<file path="config.mk">
export PLATFORM = sky130hd
export DESIGN_NAME = riscv_core_scoreboard_nw
export DESIGN_NICKNAME = d
export VERILOG_FILES = /design/src/rtl/riscv_sb_pkg.sv /design/src/rtl/riscv_sb_entry.sv /design/src/rtl/riscv_core_scoreboard_nw.sv
export SDC_FILE = /design/constraint.sdc
export NUM_CORES = 1
export LEC_CHECK = 0
export ABC_AREA = 0
export BUFFER_PORTS_ARGS = -buffer_cell sky130_fd_sc_hd__buf_4
export CAP_MARGIN = 20
export CORE_MARGIN = 10
export CORE_UTILIZATION = 45
export DETAILED_ROUTE_END_ITERATION = 6
export GPL_ROUTABILITY_DRIVEN = 1
export GPL_TIMING_DRIVEN = 0
export PLACE_DENSITY_LB_ADDON = 0.1
export SLEW_MARGIN = 40
export SYNTH_ARGS = -nofsm -noshare
export SYNTH_HDL_FRONTEND = slang
export SYNTH_SLANG_ARGS = --single-unit
</file>
<file path="constraint.sdc">
create_clock -name clk -period 13.35 [get_ports clk]
set_clock_uncertainty 0.1 [all_clocks]
set_input_delay 0.6675 -clock clk [delete_from_list [all_inputs] [get_ports clk]]
set_output_delay 0.6675 -clock clk [all_outputs]
set_load 0.005 [all_outputs]
</file>
<file path="src/rtl/riscv_sb_pkg.sv">
// riscv_sb_pkg: shared constants and helpers for the N-wide scoreboard.
//   FU class codes, bypass-select code helpers, clog2 helpers.
package riscv_sb_pkg;

    localparam logic [1:0] FU_ALU = 2'd0;
    localparam logic [1:0] FU_LS  = 2'd1;
    localparam logic [1:0] FU_MD  = 2'd2;  // 2'd3 is reserved and behaves as MD

    // Bypass select 0 means "read the architectural register file".
    localparam int BYP_RF = 0;

    function automatic int clog2(input int n);
        int r;
        r = 0;
        while ((1 << r) < n) r++;
        return r;
    endfunction

    // Width for an index that must be at least one bit wide.
    function automatic int clog2_min1(input int n);
        return (n <= 1) ? 1 : clog2(n);
    endfunction

    // Select code for a result sitting in stage `stage` of lane `lane`.
    function automatic int byp_code(input int lane, input int stage, input int depth);
        return 1 + lane * depth + stage;
    endfunction

    // Select code for a result that has left the pipeline and lives in the ROB.
    function automatic int byp_rob(input int issue_w, input int depth);
        return issue_w * depth + 1;
    endfunction

endpackage

</file>
<file path="src/rtl/riscv_sb_entry.sv">
// riscv_sb_entry: state for one ROB tag.
//   clk, reset      : clock, async active-high reset
//   iss_hit/lane/fu : winning issue to this tag (already lane-prioritised)
//   cmt_hit         : some commit port names this tag
//   flush           : squash tracking
//   stall           : full per-lane, per-stage hold matrix
//   pend/lane/fu/pos: registered state; pos is one-hot stage or zero
//   ready           : operand-ready bit for this tag
module riscv_sb_entry
    import riscv_sb_pkg::*;
#(
    parameter int ISSUE_W = 2,
    parameter int DEPTH   = 5,
    parameter int LW      = 1,
    parameter int RDY_ALU = 0,
    parameter int RDY_LS  = 1,
    parameter int RDY_MD  = 3
) (
    input  logic                           clk,
    input  logic                           reset,
    input  logic                           iss_hit,
    input  logic [LW-1:0]                  iss_lane,
    input  logic [1:0]                     iss_fu,
    input  logic                           cmt_hit,
    input  logic                           flush,
    input  logic [ISSUE_W-1:0][DEPTH-1:0]  stall,
    output logic                           pend,
    output logic [LW-1:0]                  lane,
    output logic [1:0]                     fu,
    output logic [DEPTH-1:0]               pos,
    output logic                           ready
);

    logic [DEPTH-1:0] row;
    logic [DEPTH-1:0] pos_adv;
    logic             stage_ok;
    int               thr;

    // Held bit stays put; free bit shifts up. Shifting out of W leaves pos=0.
    always_comb begin
        row     = stall[lane];
        pos_adv = (pos & row) | ((pos & ~row) << 1);
    end

    always_comb begin
        case (fu)
            FU_ALU:  thr = RDY_ALU;
            FU_LS:   thr = RDY_LS;
            default: thr = RDY_MD;
        endcase
        stage_ok = 1'b0;
        for (int s = 0; s < DEPTH; s++)
            if (pos[s] && s >= thr) stage_ok = 1'b1;
        ready = !pend || (pos == '0) || stage_ok;
    end

    // Priority: flush > issue > (advance, commit). Issue beats a same-cycle commit.
    always_ff @(posedge clk or posedge reset) begin
        if (reset) begin
            pend <= 1'b0;
            lane <= '0;
            fu   <= '0;
            pos  <= '0;
        end else if (flush) begin
            pend <= 1'b0;
            pos  <= '0;
        end else if (iss_hit) begin
            pend <= 1'b1;
            lane <= iss_lane;
            fu   <= iss_fu;
            pos  <= DEPTH'(1);
        end else begin
            pos <= pos_adv;
            if (cmt_hit) pend <= 1'b0;
        end
    end

endmodule

</file>
<file path="src/rtl/riscv_core_scoreboard_nw.sv">
// riscv_core_scoreboard_nw: N-wide result scoreboard with bypass selects.
//   clk, reset          : clock, async active-high reset
//   iss_val/wen/tag/fu  : per-lane issue of a destination tag
//   stall               : per-lane, per-stage hold
//   src_tag/src_ren     : two sources per lane
//   cmt_val/cmt_tag     : ROB commit ports
//   flush               : squash all tracking
//   byp_sel             : per-source bypass select (0 RF, 1+lane*DEPTH+s, ROB code)
//   src_ready           : per-tag operand ready
module riscv_core_scoreboard_nw
    import riscv_sb_pkg::*;
#(
    parameter int NUM_TAGS = 32,
    parameter int ISSUE_W  = 2,
    parameter int DEPTH    = 5,
    parameter int COMMIT_W = 2,
    parameter int RDY_ALU  = 0,
    parameter int RDY_LS   = 1,
    parameter int RDY_MD   = 3,
    // Derived widths; leave at default.
    parameter int TW = clog2_min1(NUM_TAGS),
    parameter int LW = clog2_min1(ISSUE_W),
    parameter int SW = clog2(ISSUE_W * DEPTH + 2)
) (
    input  logic                                 clk,
    input  logic                                 reset,
    input  logic [ISSUE_W-1:0]                   iss_val,
    input  logic [ISSUE_W-1:0]                   iss_wen,
    input  logic [ISSUE_W-1:0][TW-1:0]           iss_tag,
    input  logic [ISSUE_W-1:0][1:0]              iss_fu,
    input  logic [ISSUE_W-1:0][DEPTH-1:0]        stall,
    input  logic [ISSUE_W-1:0][1:0][TW-1:0]      src_tag,
    input  logic [ISSUE_W-1:0][1:0]              src_ren,
    input  logic [COMMIT_W-1:0]                  cmt_val,
    input  logic [COMMIT_W-1:0][TW-1:0]          cmt_tag,
    input  logic                                 flush,
    output logic [ISSUE_W-1:0][1:0][SW-1:0]      byp_sel,
    output logic [NUM_TAGS-1:0]                  src_ready
);

    logic [NUM_TAGS-1:0]            hit;
    logic [NUM_TAGS-1:0][LW-1:0]    hit_lane;
    logic [NUM_TAGS-1:0][1:0]       hit_fu;
    logic [NUM_TAGS-1:0]            cmt_hit;
    logic [NUM_TAGS-1:0]            pend_v;
    logic [NUM_TAGS-1:0][LW-1:0]    lane_v;
    logic [NUM_TAGS-1:0][1:0]       fu_v;
    logic [NUM_TAGS-1:0][DEPTH-1:0] pos_v;
    logic [TW-1:0]                  t;

    // Scan lanes high to low so the lowest matching lane is the last writer.
    always_comb begin
        hit      = '0;
        hit_lane = '0;
        hit_fu   = '0;
        cmt_hit  = '0;
        for (int k = 0; k < NUM_TAGS; k++) begin
            for (int l = ISSUE_W - 1; l >= 0; l--) begin
                if (iss_val[l] && iss_wen[l] && iss_tag[l] == TW'(k)) begin
                    hit[k]      = 1'b1;
                    hit_lane[k] = LW'(l);
                    hit_fu[k]   = iss_fu[l];
                end
            end
            for (int c = 0; c < COMMIT_W; c++)
                if (cmt_val[c] && cmt_tag[c] == TW'(k)) cmt_hit[k] = 1'b1;
        end
    end

    for (genvar g = 0; g < NUM_TAGS; g++) begin : g_ent
        riscv_sb_entry #(
            .ISSUE_W(ISSUE_W), .DEPTH(DEPTH), .LW(LW),
            .RDY_ALU(RDY_ALU), .RDY_LS(RDY_LS), .RDY_MD(RDY_MD)
        ) u_ent (
            .clk      (clk),
            .reset    (reset),
            .iss_hit  (hit[g]),
            .iss_lane (hit_lane[g]),
            .iss_fu   (hit_fu[g]),
            .cmt_hit  (cmt_hit[g]),
            .flush    (flush),
            .stall    (stall),
            .pend     (pend_v[g]),
            .lane     (lane_v[g]),
            .fu       (fu_v[g]),
            .pos      (pos_v[g]),
            .ready    (src_ready[g])
        );
    end

    // Bypass selects look only at registered state.
    always_comb begin
        byp_sel = '0;
        t       = '0;
        for (int l = 0; l < ISSUE_W; l++) begin
            for (int j = 0; j < 2; j++) begin
                t = src_tag[l][j];
                byp_sel[l][j] = SW'(BYP_RF);
                if (src_ren[l][j] && pend_v[t]) begin
                    if (pos_v[t] == '0)
                        byp_sel[l][j] = SW'(byp_rob(ISSUE_W, DEPTH));
                    else
                        for (int s = 0; s < DEPTH; s++)
                            if (pos_v[t][s])
                                byp_sel[l][j] = SW'(byp_code(int'(lane_v[t]), s, DEPTH));
                end
            end
        end
    end

endmodule

</file>
==> results of run 1 <==
path summary, 6_finish.rpt:
kind                                       from                endpoint  slack (ns)  depth (start not counted)
max in group asynchronous                 reset  g_ent[17].u_ent.pos[3]       11.86                          4
min                                       reset    g_ent[12].u_ent.lane        0.08                          2
max                                 src_tag[11]             byp_sel[10]        8.26                         11
min reg2reg                g_ent[2].u_ent.fu[1]    g_ent[2].u_ent.fu[1]        0.39                          1
min in group clk                      iss_fu[3]   g_ent[30].u_ent.fu[1]        0.39                          3
max reg2reg                 g_ent[2].u_ent.lane   g_ent[2].u_ent.pos[4]       11.37                          4
layout by cell type, fill, tap and decap left out, types with 32 or more instances in the layout:
cell	instances
dfrtp_1	288
nor2_1	210
nand2_1	191
mux4_2	188
o22a_1	166
a21oi_1	149
mux2i_1	147
buf_4	140
mux2_2	113
clkbuf_1	112
a22oi_1	105
inv_1	101
nor2b_1	99
nand2b_1	79
nor3_1	75
o21ai_0	68
buf_2	55
clkbuf_16	35
o22ai_1	33
and3_1	32
nor4b_1	32
per-layer routing:
layer  vias to the layer above  GRT usage, %  part of all wire, %
met3                       518          15.4                   14
met5                         -             0                0.049
met2                      2121          57.8                   41
met4                        10          28.0                  8.2
met1                     12300          50.9                   37
li1                       9697             -                    -
critical path, delay by kind of cell:
family,cells,cell delay [ns]
buffers and inverters,4,1.44
AOI/OAI and AO/OA,4,1.31
and+or+nand+nor,2,0.50
muxes,1,0.39
stage by stage:
step	total power, uW	hold WS (ns)	util [%]	worst slack, ns	instances
4_1_cts	2570	0.0911	51.1	8.62	3347
6_report	2610	0.0787	51.2	8.26	3350
2_1_floorplan	1360	0.352	-	4.63	2499
3_3_place_gp	1610	0.366	48.8	1.21	3287
5_1_grt	2660	0.120	51.2	8.28	3348
3_5_place_dp	1620	0.380	49.0	8.63	3290
Yosys cell counts, types with 10 or more instances:
master,number,area share (%)
a21oi_1,150,3.1
mux4_2,188,18
nor4b_1,32,1.2
dfrtp_1,288,30
and2_1,11,0.28
o22a_1,166,6.0
a22oi_1,105,3.3
clkbuf_1,132,2.1
o21ai_0,68,1.4
buf_4,39,1.2
and3_1,32,0.83
nand2b_1,79,2.0
nor4_1,14,0.36
nor2_1,212,3.3
mux2i_1,147,6.1
mux2_2,113,5.3
buf_2,53,1.1
nand2_1,191,3.0
o22ai_1,33,0.85
nor2b_1,100,2.6
inv_1,102,1.6
nor3b_1,10,0.31
nor3_1,77,1.6
nand3_1,19,0.39
cells by family after synthesis:
group | share of synthesized area, %
buffers and inverters | 6.32
flip-flops | 29.8
multiplexers | 29.9
AND/OR/NAND/NOR | 16.7
AO/OA/AOI/OAI | 17.3
power by group:
part	internal, uW	switching, uW	leakage [uW]	total [uW]
Combinational	235	402	0.00581	637
Clock	552	413	0.000544	965
Sequential	931	77.5	0.00392	1010
Total	1720	893	0.0103	2610
cell type report:
class / instances / area (um2)
inverters: 107 / 409
clock buffers: 42 / 922
multi-input cells: 1867 / 15500
fillers: 4865 / 25800
repair buffers: 104 / 841
flip-flops and latches: 288 / 7210
diodes: 2 / 5.00
plain buffers: 237 / 1160
well taps: 688 / 861
clock inverters: 15 / 183
sequential cells by signal, indices dropped and copies added (netlist names):
signal and count:
g_ent.u_ent.fu 64, g_ent.u_ent.lane 32, g_ent.u_ent.pend 32, g_ent.u_ent.pos 160
==> reports/summary.txt, run 1 <==
Crit path top cell by count = buf_2
LEAKAGE = 0.0103 uW
max incr delay on CP = 0.67 ns
Synth Instances = 2,499
Post-Layout Inst Area = 27,000 um2
synth-to-layout area growth = 11.9%
Initial Utilization = 45.7%
area of the core = 52,900 um2
Pre-antenna DRT Iters = 6
#FFs+latches synth = 288
Tcrit/Tclk final = 38.1%
post-CTS sizing = 0
Critical Path End Type = output pin
Worst Tran Pin Value = 0.989 ns
Clock Latency Late Sink = 0.56 ns
Slew HR = 33.5%
Synth warnings = 0
global-route wire length before repair = 183 mm
Post-route DRC = 0
synth unique cells = 69
fraction of layout instances using a drive strength above 1 = 22.6%
number of H-tree levels = 2
Fin. Hold Viols = 0
vias in the first global route = 23,700
drt total wl = 132 mm
status = completed
total track usage = 40.8%
Reg clk slew, reported paths = 0.06 ns
cells along the critical path = buf_2, buf_2, buf_2, mux4_2, o22a_1, o22ai_1, a41oi_1, nor4_1, nand2_1, o21ai_1, buf_4
Pwr per Cell Area = 96.6 nW/um2
share of the yosys chip area belonging to registers = 29.8%
CP required = 12.58 ns
Final TNS setup = 0 ns
Synth Area per Inst = 9.67 um2
dpl cell area = 25,900 um2
Placer Congestion = 1.07
Primary FF master, synth = dfrtp_1
CTS tree = built
num rows = 84
Pins Over Slew Limit = 0
post-CTS setup buffer count = 0
WS Path Type = input pin to output pin
crit start category = input pin
CTS Sinks = 288
NumNets Final = 2,707
Worst Hold Class = input pin to asynchronous set/reset pin
port buffer count = 100
final count of negative-setup-slack endpoints = 0
Die ar. = 63,400 um2
FFs w/ async S/R, synth = 100%
Max-Cap Viols = 0
clk root buf = clkbuf_16
Ports = 115
crit path max fanout = 10
total clock buffers created by CTS = 35
Wirelength per Cell = 39.4 um
RSZ-0062 raised after global routing = no
DRT iter0 DRCs = 3,718
post-synthesis cell area = 24,200 um2
grt total ovfl = 0
Post-synth EDFFs = 0
initial antenna violation count = 9
Post-Syn Nets = 2,566
CP max stage cell = o22ai_1
detailed-route via count = 24,700
antenna-violating nets left = 0
Max Root-Sink Buffers = 3
final critical-path required period = 5.09 ns
post-DP HPWL = 104 mm
maximum clock frequency = 197 MHz
pin count of the biggest net entering global routing = 80
Via density = 7.37
CP arrival = 4.32 ns
DIE WIDTH = 252 um
Vert. Die Dim = 252 um
maximum VDD drop = 0.000120 V
hold buffers post-CTS = 0
(Power assumes the default switching activity.)
==> inputs of run 2 (changes only) <==
==> constraint.sdc (replaced) <==
create_clock -name clk -period 5.05 [get_ports clk]
set_clock_uncertainty 0.1 [all_clocks]
set_input_delay 0.2525 -clock clk [delete_from_list [all_inputs] [get_ports clk]]
set_output_delay 0.2525 -clock clk [all_outputs]
set_load 0.005 [all_outputs]
==> run 2 against run 1 <==
- first-iteration DRC count up 1.4%
- combinational power rose to 2.7 times the previous value
- largest power group is now the clock network
- count of clock-buffer cells in the layout up 6
- largest cell class unchanged
- sequential power rose to 2.7 times the previous value
- register-to-register slack worse by 8.4 ns
- cell area up 1.6%
- worst setup slack worse by 7.7 ns
- critical endpoint is now byp_sel[11]
==> reports/summary.txt, run 2 (synthesized netlist as in run 1, its figures left out) <==
CP required = 4.70 ns
pin count of the biggest net entering global routing = 28
Reg clk slew, reported paths = 0.06 ns
Ports = 115
number of fill cells = 4,877
critical path launch point = src_tag[11]
r2r startpoint = g_ent[12].u_ent.lane
FF-to-FF End = g_ent[12].u_ent.pos[3]
Post-route DRC = 0
Placer Congestion = 1.09
final count of negative-setup-slack endpoints = 0
DIE WIDTH = 252 um
Initial Utilization = 45.7%
CP max stage cell = o22ai_1
num rows = 84
final critical-path required period = 4.45 ns
CTS Sinks = 288
Worst Tran Pin Value = 0.950 ns
CTS tree = built
maximum VDD drop = 0.000306 V
total clock buffers created by CTS = 35
WS Path Type = input pin to output pin
Largest regs = g_ent.u_ent.pos (160), g_ent.u_ent.fu (64)
R2R setup slack = 3.00 ns
NumNets Final = 2,724
detailed-route via count = 24,600
Pwr per Cell Area = 261 nW/um2
number of H-tree levels = 2
clk root buf = clkbuf_16
post-CTS sizing = 0
Max Root-Sink Buffers = 3
fraction of layout instances using a drive strength above 1 = 22.9%
crit start category = input pin
Final TNS setup = 0 ns
RSZ-0062 raised after global routing = no
most frequent cells in the layout = 288 x dfrtp_1, 210 x nor2_1, 191 x nand2_1
Tcrit/Tclk final = 88.0%
Die ar. = 63,400 um2
worst hold margin = 0.0252 ns
Reg2Reg Depth = 5
maximum clock frequency = 225 MHz
status = completed
hold path start = iss_fu[2]
Via density = 7.28
port buffer count = 100
CP top delay family = buffers and inverters
drt total wl = 132 mm
Vert. Die Dim = 252 um
Largest Register = g_ent.u_ent.pos
DRT iter0 DRCs = 3,770
Pins Over Slew Limit = 0
Critical Path End Type = output pin
Max-Cap Viols = 0
crit path max fanout = 10
vias in the first global route = 23,400
Worst Hold Depth = 3
total track usage = 40.7%
max reg flops = 160
grt total ovfl = 0
Clock Latency Late Sink = 0.57 ns
area of the core = 52,900 um2
CP arrival = 4.09 ns
post-CTS setup buffer count = 0
initial antenna violation count = 4
Slew HR = 36.6%
critical path buffer and inverter count = 4
Wirelength per Cell = 39.1 um
Crit path top cell by count = buf_2
antenna-violating nets left = 0
cells along the critical path = buf_2, buf_2, buf_2, mux4_2, o22a_1, o22ai_1, a41oi_1, nor3_1, nand3b_1, o21ai_0, buf_4
LEAKAGE = 0.0105 uW
hold buffers post-CTS = 6
synth-to-layout area growth = 13.7%
leading cell type in the layout, fill and taps excluded = dfrtp_1
global-route wire length before repair = 182 mm
Pre-antenna DRT Iters = 7
post-DP HPWL = 104 mm
Worst Hold Class = input pin to flip-flop
max incr delay on CP = 0.68 ns
Fin. Hold Viols = 0
Hold Path End = g_ent[8].u_ent.fu[0]
==> run 2: cell types whose count changed in the layout (fill, tap and decap cells not counted), moves of 2 or more <==
cell           before  now
dlygate4sd3_1       0    6
buf_12              0    7
clkbuf_8            2    6
clkbuf_1          112  114
diode_2             2    5
bufinv_16           3    5
clkinv_8            2    0
buf_16              3    6
==> run 2: final cells by class <==
cell class	count	area [um2]	share of cell area (%)
plain buffers	237	1160	4.22
diodes	5	12.5	0.0455
inverters	107	405	1.47
well taps	688	861	3.13
clock inverters	16	251	0.915
repair buffers	121	1130	4.12
clock buffers	48	1010	3.66
flip-flops and latches	288	7210	26.2
multi-input cells	1867	15500	56.2
==> run 2: tightest hold or removal path, cell delays in order <==
cell,delay (ns)
buf_4,0.14
o22a_1,0.14
o22a_1,0.12
==> run 2: layer usage <==
metal / wire length, um / share of wire, % / track usage [%] / up-vias
li1: - / - / - / 9747
met1: 49300 / 37 / 51.1 / 12200
met2: 53600 / 41 / 57.3 / 2155
met3: 19100 / 14 / 16.2 / 483
met4: 10100 / 7.7 / 26.5 / 0
met5: 0 / 0 / 0 / -
==> run 2: how the worst max path moves through the flow <==
stage	end	slack (ns)	cells past startpoint
final	byp_sel[11]	0.60	11
after global routing	byp_sel[11]	0.77	11
after CTS	byp_sel[13]	0.99	8
after detailed placement	byp_sel[15]	1.09	11
after global placement	g_ent[20].u_ent.pos[1]	-1.01	2
after floorplan	g_ent[0].u_ent.fu[0]	0.88	1
==> run 2: where the power goes <==
group / internal (uW) / switching, uW
clock: 1670 / 1120
sequential: 2460 / 213
combinational: 641 / 1080
total: 4780 / 2410
==> run 2: per-stage QoR <==
step                      power (uW)  std cells  utilization [%]  cell area [um2]  setup slack [ns]
after detailed placement        4320       3301             49.4            26100              1.09
after global routing            7330       3372             52.0            27500             0.769
after global placement          4260       3287             48.8            25800             -1.01
final                           7180       3377             52.0            27500             0.604
after CTS                       7090       3371             51.9            27500             0.988
after floorplan                 3590       2499                -            24200             0.878
